`src/rtl/tiny_alu_pkg.sv`:
```
// Shared types and defaults for the tiny_alu responder core.
package tiny_alu_pkg;

    localparam int DEF_INPUT_DATA_BITS = 8;
    localparam int DEF_OPCODE_BITS     = 3;
    localparam int DEF_MUL_LATENCY     = 3;

    typedef enum logic [2:0] {
        OP_NOP = 3'd0,
        OP_ADD = 3'd1,
        OP_AND = 3'd2,
        OP_XOR = 3'd3,
        OP_MUL = 3'd4
    } opcode_e;

    typedef enum logic [1:0] {
        ST_IDLE,
        ST_BUSY,
        ST_DONE,
        ST_RELEASE
    } state_e;

    function automatic logic is_legal_op(input logic [7:0] op);
        return (op >= 8'd1) && (op <= 8'd4);
    endfunction

endpackage

```
`src/rtl/tiny_alu_mul_pipe.sv`:
```
// Fixed-latency unsigned multiplier: product enters at the capture edge and
// emerges with valid_o after LATENCY register stages.
module tiny_alu_mul_pipe #(
    parameter int W       = 8,
    parameter int LATENCY = 3
) (
    input  logic           clk_i,
    input  logic           rst_n_i,
    input  logic           valid_i,
    input  logic [W-1:0]   a_i,
    input  logic [W-1:0]   b_i,
    output logic           valid_o,
    output logic [2*W-1:0] prod_o
);

    localparam int PW = 2 * W;

    logic [PW-1:0]      prod_q [LATENCY];
    logic [LATENCY-1:0] vld_q;

    always_ff @(posedge clk_i or negedge rst_n_i) begin
        if (!rst_n_i) begin
            vld_q <= '0;
            for (int i = 0; i < LATENCY; i++) prod_q[i] <= '0;
        end else begin
            vld_q     <= {vld_q[LATENCY-2:0], valid_i};
            prod_q[0] <= PW'(a_i) * PW'(b_i);
            for (int i = 1; i < LATENCY; i++) prod_q[i] <= prod_q[i-1];
        end
    end

    assign valid_o = vld_q[LATENCY-1];
    assign prod_o  = prod_q[LATENCY-1];

endmodule

```
`src/rtl/tiny_alu_core.sv`:
```
// tiny_alu responder: latches an operation on start_i, executes it and
// returns a one-cycle done_o pulse with a double-width result_o.
module tiny_alu_core
    import tiny_alu_pkg::*;
#(
    parameter int INPUT_DATA_BITS = DEF_INPUT_DATA_BITS,
    parameter int OPCODE_BITS     = DEF_OPCODE_BITS,
    parameter int MUL_LATENCY     = DEF_MUL_LATENCY
) (
    input  logic                         clk_i,
    input  logic                         rst_n_i,
    input  logic                         start_i,
    input  logic [OPCODE_BITS-1:0]       op_i,
    input  logic [INPUT_DATA_BITS-1:0]   a_i,
    input  logic [INPUT_DATA_BITS-1:0]   b_i,
    output logic                         done_o,
    output logic [2*INPUT_DATA_BITS-1:0] result_o
);

    localparam int W  = INPUT_DATA_BITS;
    localparam int OB = OPCODE_BITS;
    localparam int RW = 2 * INPUT_DATA_BITS;

    state_e         state_q;
    logic [W-1:0]   a_q, b_q;
    logic [OB-1:0]  op_q;
    logic           done_q;
    logic [RW-1:0]  result_q;
    logic           capture, mul_start, mul_valid;
    logic [RW-1:0]  mul_prod, alu_res;

    // Handshake: start_i is a level request held until done_o is seen; it is
    // accepted only in IDLE, and a held start must drop before the next accept.
    assign capture   = (state_q == ST_IDLE) && start_i && (op_i != '0);
    assign mul_start = capture && (op_i == OB'(OP_MUL));

    tiny_alu_mul_pipe #(
        .W       (W),
        .LATENCY (MUL_LATENCY)
    ) u_mul (
        .clk_i   (clk_i),
        .rst_n_i (rst_n_i),
        .valid_i (mul_start),
        .a_i     (a_i),
        .b_i     (b_i),
        .valid_o (mul_valid),
        .prod_o  (mul_prod)
    );

    always_comb begin
        alu_res = '0;
        if (is_legal_op(8'(op_q))) begin
            if (op_q == OB'(OP_ADD))      alu_res = RW'(a_q) + RW'(b_q);
            else if (op_q == OB'(OP_AND)) alu_res = RW'(a_q & b_q);
            else if (op_q == OB'(OP_XOR)) alu_res = RW'(a_q ^ b_q);
        end
    end

    always_ff @(posedge clk_i or negedge rst_n_i) begin
        if (!rst_n_i) begin
            state_q  <= ST_IDLE;
            a_q      <= '0;
            b_q      <= '0;
            op_q     <= '0;
            done_q   <= 1'b0;
            result_q <= '0;
        end else begin
            done_q <= 1'b0;
            unique case (state_q)
                ST_IDLE: begin
                    if (capture) begin
                        a_q     <= a_i;
                        b_q     <= b_i;
                        op_q    <= op_i;
                        state_q <= ST_BUSY;
                    end
                end
                ST_BUSY: begin
                    if (op_q == OB'(OP_MUL)) begin
                        if (mul_valid) begin
                            result_q <= mul_prod;
                            done_q   <= 1'b1;
                            state_q  <= ST_DONE;
                        end
                    end else begin
                        result_q <= alu_res;
                        done_q   <= 1'b1;
                        state_q  <= ST_DONE;
                    end
                end
                ST_DONE: begin
                    state_q <= start_i ? ST_RELEASE : ST_IDLE;
                end
                ST_RELEASE: begin
                    if (!start_i) state_q <= ST_IDLE;
                end
                default: state_q <= ST_IDLE;
            endcase
        end
    end

    assign done_o   = done_q;
    assign result_o = result_q;

endmodule

```
`config.mk`:
```
export PLATFORM = sky130hd
export DESIGN_NAME = tiny_alu_core
export DESIGN_NICKNAME = d
export VERILOG_FILES = /design/src/rtl/tiny_alu_pkg.sv /design/src/rtl/tiny_alu_mul_pipe.sv /design/src/rtl/tiny_alu_core.sv
export SDC_FILE = /design/constraint.sdc
export NUM_CORES = 1
export LEC_CHECK = 0
export ABC_AREA = 0
export ABC_CLOCK_PERIOD_IN_PS = 2300
export CAP_MARGIN = 5
export CORE_AREA = 8 8 157 115
export DETAILED_ROUTE_END_ITERATION = 7
export DIE_AREA = 0 0 165 123
export HOLD_SLACK_MARGIN = 0.08
export RECOVER_POWER = 100
export REMOVE_ABC_BUFFERS = 1
export SYNTH_ARGS = -nofsm -noshare
export SYNTH_HDL_FRONTEND = slang
export SYNTH_SLANG_ARGS = --single-unit
```
`constraint.sdc`:
```
create_clock -name clk_i -period 2.3 [get_ports clk_i]
set_clock_uncertainty 0.15 [all_clocks]
set_input_delay 0.345 -clock clk_i [delete_from_list [all_inputs] [get_ports clk_i]]
set_output_delay 0.345 -clock clk_i [all_outputs]
set_load 0.1 [all_outputs]
```
[Yosys cells after proc, flatten, opt, wreduce, memory -nomap -nowiden]
Cells that the tools add are included.
Widths: inputs -> output; s select.
Cells by class
  add/subtract/negate cells: 1
  bitwise gates (word level): 2
  multipliers: 1
  $lt $le $gt $ge: 2
  reductions and logical operators: 9
  eq/ne operators: 12
  multiplexer cells: 15
Operator list (number)
  $mux 16: 3
  $mul 8x8->16: 1
  $mux 8: 2
  $mux 2: 5
  $add 8x8->9: 1
  $mux 9: 1
  $and 8x8->8: 1
  $pmux 2 s4: 1
  $xor 8x8->8: 1
  $eq 3x2->1 const B: 2
  $eq 3x3->1 const B: 2
  $eq 2x2->1 const B: 2
  $logic_and 1x1->1: 4
  $ne 2x2->1 const B: 2
  $reduce_and 2->1: 2
  $eq 3x1->1 const B: 1
  $ge 3x1->1 const B: 1
  $le 3x3->1 const B: 1
  $mux 1: 3
  $ne 3x2->1 const B: 1
  $reduce_and 3->1: 1
  $reduce_bool 3->1: 1
  $eq 2x1->1 const B: 1
  $logic_not 2->1: 1
  $ne 2x1->1 const B: 1
Storage, ports and cells
  output and inout port bits: 17
  register bits: 89
  input bits: 22
  logic and storage cells: 52

[Logic depth before layout (Yosys ltp)]
Gate-level depths: netlist of run 1.
  word-level depth: 6
  gate-level depth with buffers: 15
  depth with buffers taken out: 15

[By module]
Synthesis of run 1 repeated with hierarchy kept, for this count alone.
Second synthesis, totals
  cell total of the unflattened synthesis: 540
  area, all modules: 5660.4 µm²
By module, submodules not included
  tiny_alu_mul_pipe: cells each 326, instances 1, area each 3604.7 µm², seq. area each 1276.2 µm²
  tiny_alu_core: cells each 214, instances 1, area each 2055.7 µm², seq. area each 950.9 µm²

[Least setup slack after synthesis of run 1]
No wires, ideal clock.
  path kind: input to register
  start: in a_i[1]
  end: reg u_mul.prod_q[45] (netlist bit)
  setup time: 131 ps
  buffers on the path: 0
  stages: 12
  required time: 2019 ps
  arrival time: 3882 ps
  path slack: -1863 ps
  path through: and2_1 > fa_1 > fa_1 > fa_1 > inv_1 > fa_1 > inv_1 > ha_1 > a2111o_1 > o22ai_1 > o21ai_0 > xor2_1
On the way
  longest elaborated chain between the ends: 1
Ends and longest elaborated chain
  start, declared: RTL line tiny_alu_core.sv:14  | input logic [INPUT_DATA_BITS-1:0] a_i,
  $mul 8x8->16: RTL line tiny_alu_mul_pipe.sv:27  | prod_q[0] <= PW'(a_i) * PW'(b_i);
  end, declared: RTL line tiny_alu_mul_pipe.sv:18  | logic [PW-1:0] prod_q [LATENCY];
No other way between the ends.
A chain may end at the register's enable or synchronous reset.

[Worst setup path in the final report of run 1]
  start: in a_i[3]
  end: reg u_mul.prod_q[41] (netlist bit)
The elaborated chain is that of the path after synthesis.

==> impl_metrics.tcl, run 1 <==
set metrics [dict create \
    rsz0062_at_grt "yes" \
    grt-ovfl-total 0 \
    slew_headroom 0.479 \
    drt-total-wl_um 11800 \
    nNetsFinal 707 \
    async_flop_share 1.00 \
    synth_edf_count 0 \
    outcome "complete, but fails checks" \
    ant_nets 0 \
    layout_commonest_cell "dfrtp_1" \
    wire_per_inst_um 14.6 \
    hold_viol 0 \
    drv_slew 0 \
    clock-sinks 89 \
    drive_gt1_frac 0.366 \
    dp_slack_ns -2.67 \
    synth.distinct_cells 47 \
    cts_tree "done" \
    ys_seq_elements 89 \
    vias 3844 \
    r2r_slack_ns -0.26 \
    layout_min_cycle_time_ns 3.68 \
    violations "negative setup slack" \
    fp.dieH_um 123 \
    cp-end-kind "register" \
    grt_pass1_vias 3974 \
    start_kind "input pin" \
    design.core.area_sq_um 15800 \
    cts_buffer_depth 2 \
    synthCells 485 \
    drc_errors 0 \
    crit_arrival_ns 3.79 \
    worst_pin_slew_ns 0.782 \
    setup_slack_ns -1.38 \
    grt_pass1_wl_um 19900 \
    leakagePower_uw 0.00345 \
    via_per_inst 4.72 \
    clk_pin_slew_ns 0.07 \
    syn_avg_cell_area_sq_um 11.1 \
    die_w_um 165 \
    cp_max_fo 4 \
    routabilityCongestion 0.820 \
    die_area_sq_um 20300 \
    vdd_drop_max_mv 0.491 \
    cts_root_buf "clkbuf_16" \
    synth_warnings 0 \
    final_cell_mix "dfrtp_1 (89), buf_4 (56), inv_1 (42)" \
    portBuffers 38 \
    cts_buffers 9 \
    fp-row-count 39 \
    grt_usage 0.123 \
    finalCritPeriodShare 1.60 \
    max_freq_mhz 272 \
    hpwl_um 9090 \
    cap_violations 0 \
    syn_area_sq_um 5360 \
    synth-main-ff-cell "dfrtp_1" \
    dr.pass1.iters 4 \
    syn_to_final_growth_pct 34.4 \
    final_core_util 0.457 \
    initial_core_util 0.340 \
    power.density_nw_per_um2 1340 \
    num_antenna_cells 0 \
    drt_iter0_markers 207 \
    htreeDepth 3 \
    crit_required_ns 2.41 \
    setup_violations 20 \
    hold_path_class "input pin to register" \
    yosysSeqAreaShare 0.415 \
    antenna_found_initial 0 \
    clk_latency_ns 0.34 \
    critical_path_class "input pin to register" \
    pin_count 39 \
    grt_start_max_net_pins 40 \
]
-- worst max-delay path, cell delays in order --
cell      delay [ns]
buf_8           0.11
buf_6           0.11
and2_4          0.15
fa_2            0.39
fa_1            0.50
inv_2           0.04
fa_1            0.46
fa_1            0.52
inv_2           0.05
ha_4            0.22
o211ai_1        0.24
a21oi_2         0.09
buf_4           0.15
buf_6           0.11
a211oi_4        0.16
xnor2_1         0.16
-- report_power, final --
part	leakage, uW	switching, uW	total (uW)	internal [uW]
clock network	0.000154	646	1510	864
logic	0.00221	3250	5640	2390
registers	0.00109	313	2550	2240
total	0.00345	4210	9700	5490
-- cells in the mapped netlist, types with 2 or more instances --
cell type / number / area, sq um
a211oi_1: 7 / 52.6
xnor2_1: 10 / 87.6
a21oi_1: 19 / 95.1
mux2_2: 20 / 225
o31ai_1: 2 / 15.0
and3_1: 2 / 12.5
nand2_1: 46 / 173
xor2_1: 4 / 35.0
inv_1: 53 / 199
a21o_1: 4 / 30.0
o21a_1: 3 / 22.5
a2111oi_0: 2 / 17.5
clkbuf_1: 3 / 11.3
buf_2: 3 / 15.0
a31oi_1: 2 / 12.5
nor2_1: 12 / 45.0
a22oi_1: 2 / 15.0
and2_1: 55 / 344
o211ai_1: 5 / 37.5
buf_6: 2 / 22.5
o21ai_0: 15 / 75.1
nand2b_1: 6 / 37.5
fa_1: 37 / 741
nand3_1: 11 / 55.1
ha_1: 44 / 551
dfrtp_1: 89 / 2230
nor3_1: 7 / 35.0
-- per-layer routing --
layer | up-vias | share of wire | GRT usage
met3 | 15 | 0.052 | 0.0306
met5 | - | 0 | 0
met4 | 0 | 0.014 | 0.0415
li1 | 1856 | - | -
met1 | 1906 | 0.48 | 0.168
met2 | 67 | 0.46 | 0.187
-- final timing paths --
check	cells after the start	startpoint	end
max	16	a_i[3]	u_mul.prod_q[41]$_DFF_PN0_
min	2	a_i[1]	a_q[1]$_DFFE_PN0P_
max reg2reg	5	op_q[0]$_DFFE_PN0P_	result_o[5]$_DFFE_PN0P_
min reg2reg	0	u_mul.prod_q[33]$_DFF_PN0_	u_mul.prod_q[17]$_DFF_PN0_
max in group asynchronous	3	rst_n_i	u_mul.prod_q[39]$_DFF_PN0_
min in group asynchronous	2	rst_n_i	u_mul.prod_o[3]$_DFF_PN0_
-- what timing repair did --
item	in CTS	in global routing
resized for setup	168	36
hold endpoints to repair	29	0
pin swaps	61	27
buffers inserted	6	10
hold buffers	1	0
setup endpoints to repair	15	16
-- final cells by class --
class / instances / area (sq um)
multi-input combinational: 334 / 3260
sequential: 89 / 2230
inverter: 54 / 203
clock buffer: 9 / 225
timing repair buffer: 116 / 957
clock inverter: 7 / 83.8
fill: 1429 / 8550
tap: 205 / 256
-- flip-flops by register name (all words and copies together) (netlist names) --
signal / cells
u_mul.prod_q: 32
result_o: 16
u_mul.prod_o: 16
a_q: 8
b_q: 8
op_q: 3
u_mul.vld_q: 3
state_q: 2
done_o: 1
-- per-stage QoR --
stage,hold WS [ns],power [uW],setup TNS (ns),area (sq um),cells
2_1_floorplan,-0.101,5810,-16.45,5320,477
3_3_place_gp,0.157,7340,-27.27,6380,782
3_5_place_dp,0.165,7420,-27.82,6380,782
4_1_cts,0.132,9570,-12.73,7090,805
5_1_grt,0.138,10400,-18.71,7210,814
6_report,0.131,9700,-14.69,7210,814
-- logic make-up (layout without fill, tap and decap cells) --
| family | Yosys count | count (layout) | synth area share |
|---|---|---|---|
| adders and majority gates | 81 | 81 | 0.241 |
| and+or+nand+nor | 146 | 146 | 0.143 |
| DFF | 89 | 89 | 0.415 |
| AOI/OAI and AO/OA | 72 | 72 | 0.0875 |
| buffers and inverters | 62 | 186 | 0.0469 |
| muxes | 21 | 21 | 0.0439 |
| xor gates and xnor gates | 14 | 14 | 0.0229 |
Note: power is estimated with default switching activity, not from simulation.
==> run 2, diff against run 1 <==
--- a/config.mk
+++ b/config.mk
@@ -8,12 +8,14 @@
 export ABC_AREA = 0
 export ABC_CLOCK_PERIOD_IN_PS = 2300
 export CAP_MARGIN = 5
-export CORE_AREA = 8 8 157 115
+export CORE_AREA = 8 8 161 118
+export CTS_BUF_LIST = sky130_fd_sc_hd__clkbuf_16
 export DETAILED_ROUTE_END_ITERATION = 7
-export DIE_AREA = 0 0 165 123
+export DIE_AREA = 0 0 169 126
 export HOLD_SLACK_MARGIN = 0.08
 export RECOVER_POWER = 100
 export REMOVE_ABC_BUFFERS = 1
 export SYNTH_ARGS = -nofsm -noshare
 export SYNTH_HDL_FRONTEND = slang
+export SYNTH_HIERARCHICAL = 1
 export SYNTH_SLANG_ARGS = --single-unit
==> run 2 against run 1 <==
  * The flow still finishes with violations (negative setup slack)
  * Global-route usage is 0.82 points higher
  * Critical path type unchanged
  * Critical endpoint is now u_mul/prod_q[44]$_DFF_PN0_
  * Largest cell class unchanged
  * Maximum frequency shrank 2.4%
  * Routed wire length is 13% higher
  * Synthesized cell count grew 11%
  * Sequential cell count unchanged
==> impl_metrics.tcl, run 2 <==
set metrics [dict create \
    dr.pass1.iters 4 \
    p_seq_frac 0.263 \
    cts_buffer_depth 2 \
    num_antenna_cells 0 \
    wire_per_inst_um 15.3 \
    r2r_cells 8 \
    fp.dieH_um 126 \
    pin_count 39 \
    drt_iter0_markers 243 \
    grt_use_met3 0.0268 \
    power_uw 9580 \
    crit_chain "clkdlybuf4s15_2 > and2_4 > fa_1 > fa_1 > fa_1 > inv_1 > fa_1 > inv_2 > ha_4 > a21o_1 > and2_4 > or4_4 > o2111ai_2" \
    initial_core_util 0.341 \
    cp_max_fo 2 \
    power.switching_uw 4370 \
    finalCritPeriodShare 1.64 \
    synth_warnings 6 \
    start_kind "input pin" \
    synth_edf_count 0 \
    synth.distinct_cells 56 \
    p_int_uw 5210 \
    grt_pass1_vias 4457 \
    multiInputGateArea_sq_um 3290 \
    crit_buf_inv 3 \
    crit_slowest_cell "fa_1" \
    grt_start_max_net_pins 68 \
    cts_tree "done" \
    crit_family "adder cells" \
    clock-sinks 89 \
    clk_latency_ns 0.35 \
    synthCells 540 \
    vdd_drop_max_mv 0.613 \
    crit_arrival_ns 3.88 \
    hold_depth 3 \
    drc_errors 0 \
    grt-ovfl-total 0 \
    max_freq_mhz 265 \
    nNetsFinal 740 \
    rr_endpoint "result_o[8]$_DFFE_PN0P_" \
    fillers 1616 \
    ys_seq_elements 89 \
    critical_path_class "input pin to register" \
    whs_endpoint "b_q[3]$_DFFE_PN0P_" \
    violations "negative setup slack" \
    cts_root_buf "clkbuf_16" \
    antenna_found_initial 0 \
    drv_slew 0 \
    syn_avg_cell_area_sq_um 10.5 \
    routabilityCongestion 0.841 \
    ff_latch_area_sq_um 2230 \
    die_w_um 169 \
    slew_headroom 0.109 \
    outcome "complete, but fails checks" \
    synth_common_cells "dfrtp_1 (89), nand2_1 (61), inv_1 (57)" \
    setup_violations 12 \
    switching_share 0.456 \
    ant_nets 0 \
    pwr-share-clk 0.152 \
    r2r-start "a_q[0]$_DFFE_PN0P_" \
    worst_pin_slew_ns 1.34 \
    drt-total-wl_um 13300 \
    place_inst 842 \
    final_cell_mix "dfrtp_1 (89), nand2_1 (61), buf_4 (53)" \
    hold_path_class "input pin to register" \
    layout_commonest_cell "dfrtp_1" \
    layout_min_cycle_time_ns 3.77 \
    hpwl_um 10100 \
    cap_violations 0 \
    gr-usage-met2 0.208 \
    largest-register "u_mul/prod_q" \
    synth-main-ff-cell "dfrtp_1" \
    power_frac_comb 0.585 \
    cpPeakStageDelay_ns 0.53 \
    synth_area_leaders "dfrtp_1 (39%), fa_1 (13%), ha_1 (9.7%)" \
    leakagePower_uw 0.00347 \
    grt_usage 0.131 \
    tns_ns -13.95 \
    grt.busiest_layer "met2" \
    cts_buffers 9 \
    design.core.area_sq_um 16600 \
    grtUsageMet1 0.176 \
    syn_to_final_growth_pct 27.8 \
    grt_pass1_wl_um 22400 \
    syn_area_sq_um 5660 \
    hold_viol 0 \
    largest_register_ffs 32 \
    hold_start "b_i[3]" \
    hold_ws_ns 0.186 \
    via_per_inst 4.68 \
    async_flop_share 1.00 \
    vias 4085 \
    rsz0062_at_grt "yes" \
    drive_gt1_frac 0.307 \
    yosys.area.top_type "dfrtp_1" \
    clk_pin_slew_ns 0.07 \
    setup_slack_ns -1.47 \
    fp-row-count 40 \
    yosysSeqAreaShare 0.393 \
    crit_required_ns 2.42 \
    cp-end-kind "register" \
    netlist.area_leader.share 0.393 \
    portBuffers 38 \
    cp_common_cell "fa_1" \
    yosysMostFrequentCell "dfrtp_1" \
    r2r_slack_ns 0.10 \
    htreeDepth 3 \
    final_core_util 0.435 \
    die_area_sq_um 21300 \
    power.density_nw_per_um2 1320 \
    finalNonFillerCells 873 \
]
[run 2: cell types whose count changed in the layout (fill, tap and decap cells not counted), moves of 6 or more]
cell and delta:
o21ai_0 +17, buf_6 -6, ha_1 +6, inv_1 +9, nand2_1 +20
[run 2: timing repair]
| item | in CTS | in global routing |
|---|---|---|
| pin swaps | 50 | 17 |
| gates cloned | 0 | 0 |
| endpoints found under the setup margin | 13 | 12 |
| resized for setup | 149 | 17 |
| hold buffers | 1 | 0 |
| endpoints found under the hold margin | 22 | 0 |
| setup buffers | 13 | 1 |
[run 2: power by group through the flow]
| stage | Sequential, uW | Combinational, uW | Clock (uW) |
|---|---|---|---|
| after floorplan | 3380 | 2600 | 0 |
| after global placement | 2540 | 5010 | 0 |
| after detailed placement | 2570 | 5070 | 0 |
| after CTS | 2540 | 5640 | 1510 |
| after global routing | 2600 | 6140 | 1570 |
| final | 2520 | 5600 | 1450 |
[run 2: kinds of logic (layout without fill, tap and decap cells)]
group,count (synthesis),in the layout,synth area share
adders and majority gates,81,81,0.228
xor gates and xnor gates,5,5,0.00774
muxes,21,21,0.0405
buffers and inverters,83,185,0.0665
AOI/OAI and AO/OA,90,90,0.108
and+or+nand+nor,171,171,0.156
DFF,89,89,0.393
[run 2: worst max path at each step]
stage	startpoint	endpoint	slack (ns)	cells past startpoint
after floorplan	a_i[2]	u_mul/prod_q[44]$_DFF_PN0_	-1.85	12
after global placement	b_i[4]	u_mul/prod_q[44]$_DFF_PN0_	-2.56	15
after detailed placement	b_i[4]	u_mul/prod_q[47]$_DFF_PN0_	-2.66	16
after CTS	a_i[3]	u_mul/prod_q[47]$_DFF_PN0_	-1.48	16
after global routing	a_i[3]	u_mul/prod_q[43]$_DFF_PN0_	-1.56	17
final	a_i[7]	u_mul/prod_q[44]$_DFF_PN0_	-1.47	13
[run 2: final cells by class]
type / count / area share
clock buffers: 9 / 0.0311
clock inverters: 7 / 0.0100
inverters: 58 / 0.0301
multi-input cells: 368 / 0.455
flip-flops and latches: 89 / 0.308
well taps: 231 / 0.0400
repair buffers: 111 / 0.126
[run 2: per-layer routing]
layer / wire length (um) / vias up / part of all wire
met3: 502 / 13 / 0.038
met2: 6170 / 73 / 0.46
met4: 187 / 0 / 0.014
met5: 0 / - / 0
li1: - / 1985 / -
met1: 6490 / 2014 / 0.49
[run 2: tightest hold or removal path, cell delays in order]
cell and delay (ns):
buf_12 0.09, buf_6 0.09, mux2_2 0.13
[run 2: stage by stage]
step                setup slack (ns)  instance area, sq um
global route                   -1.56                  7230
floorplan                      -1.85                  5500
finish                         -1.47                  7230
global placement               -2.56                  6590
CTS                            -1.48                  7250
detailed placement             -2.66                  6590
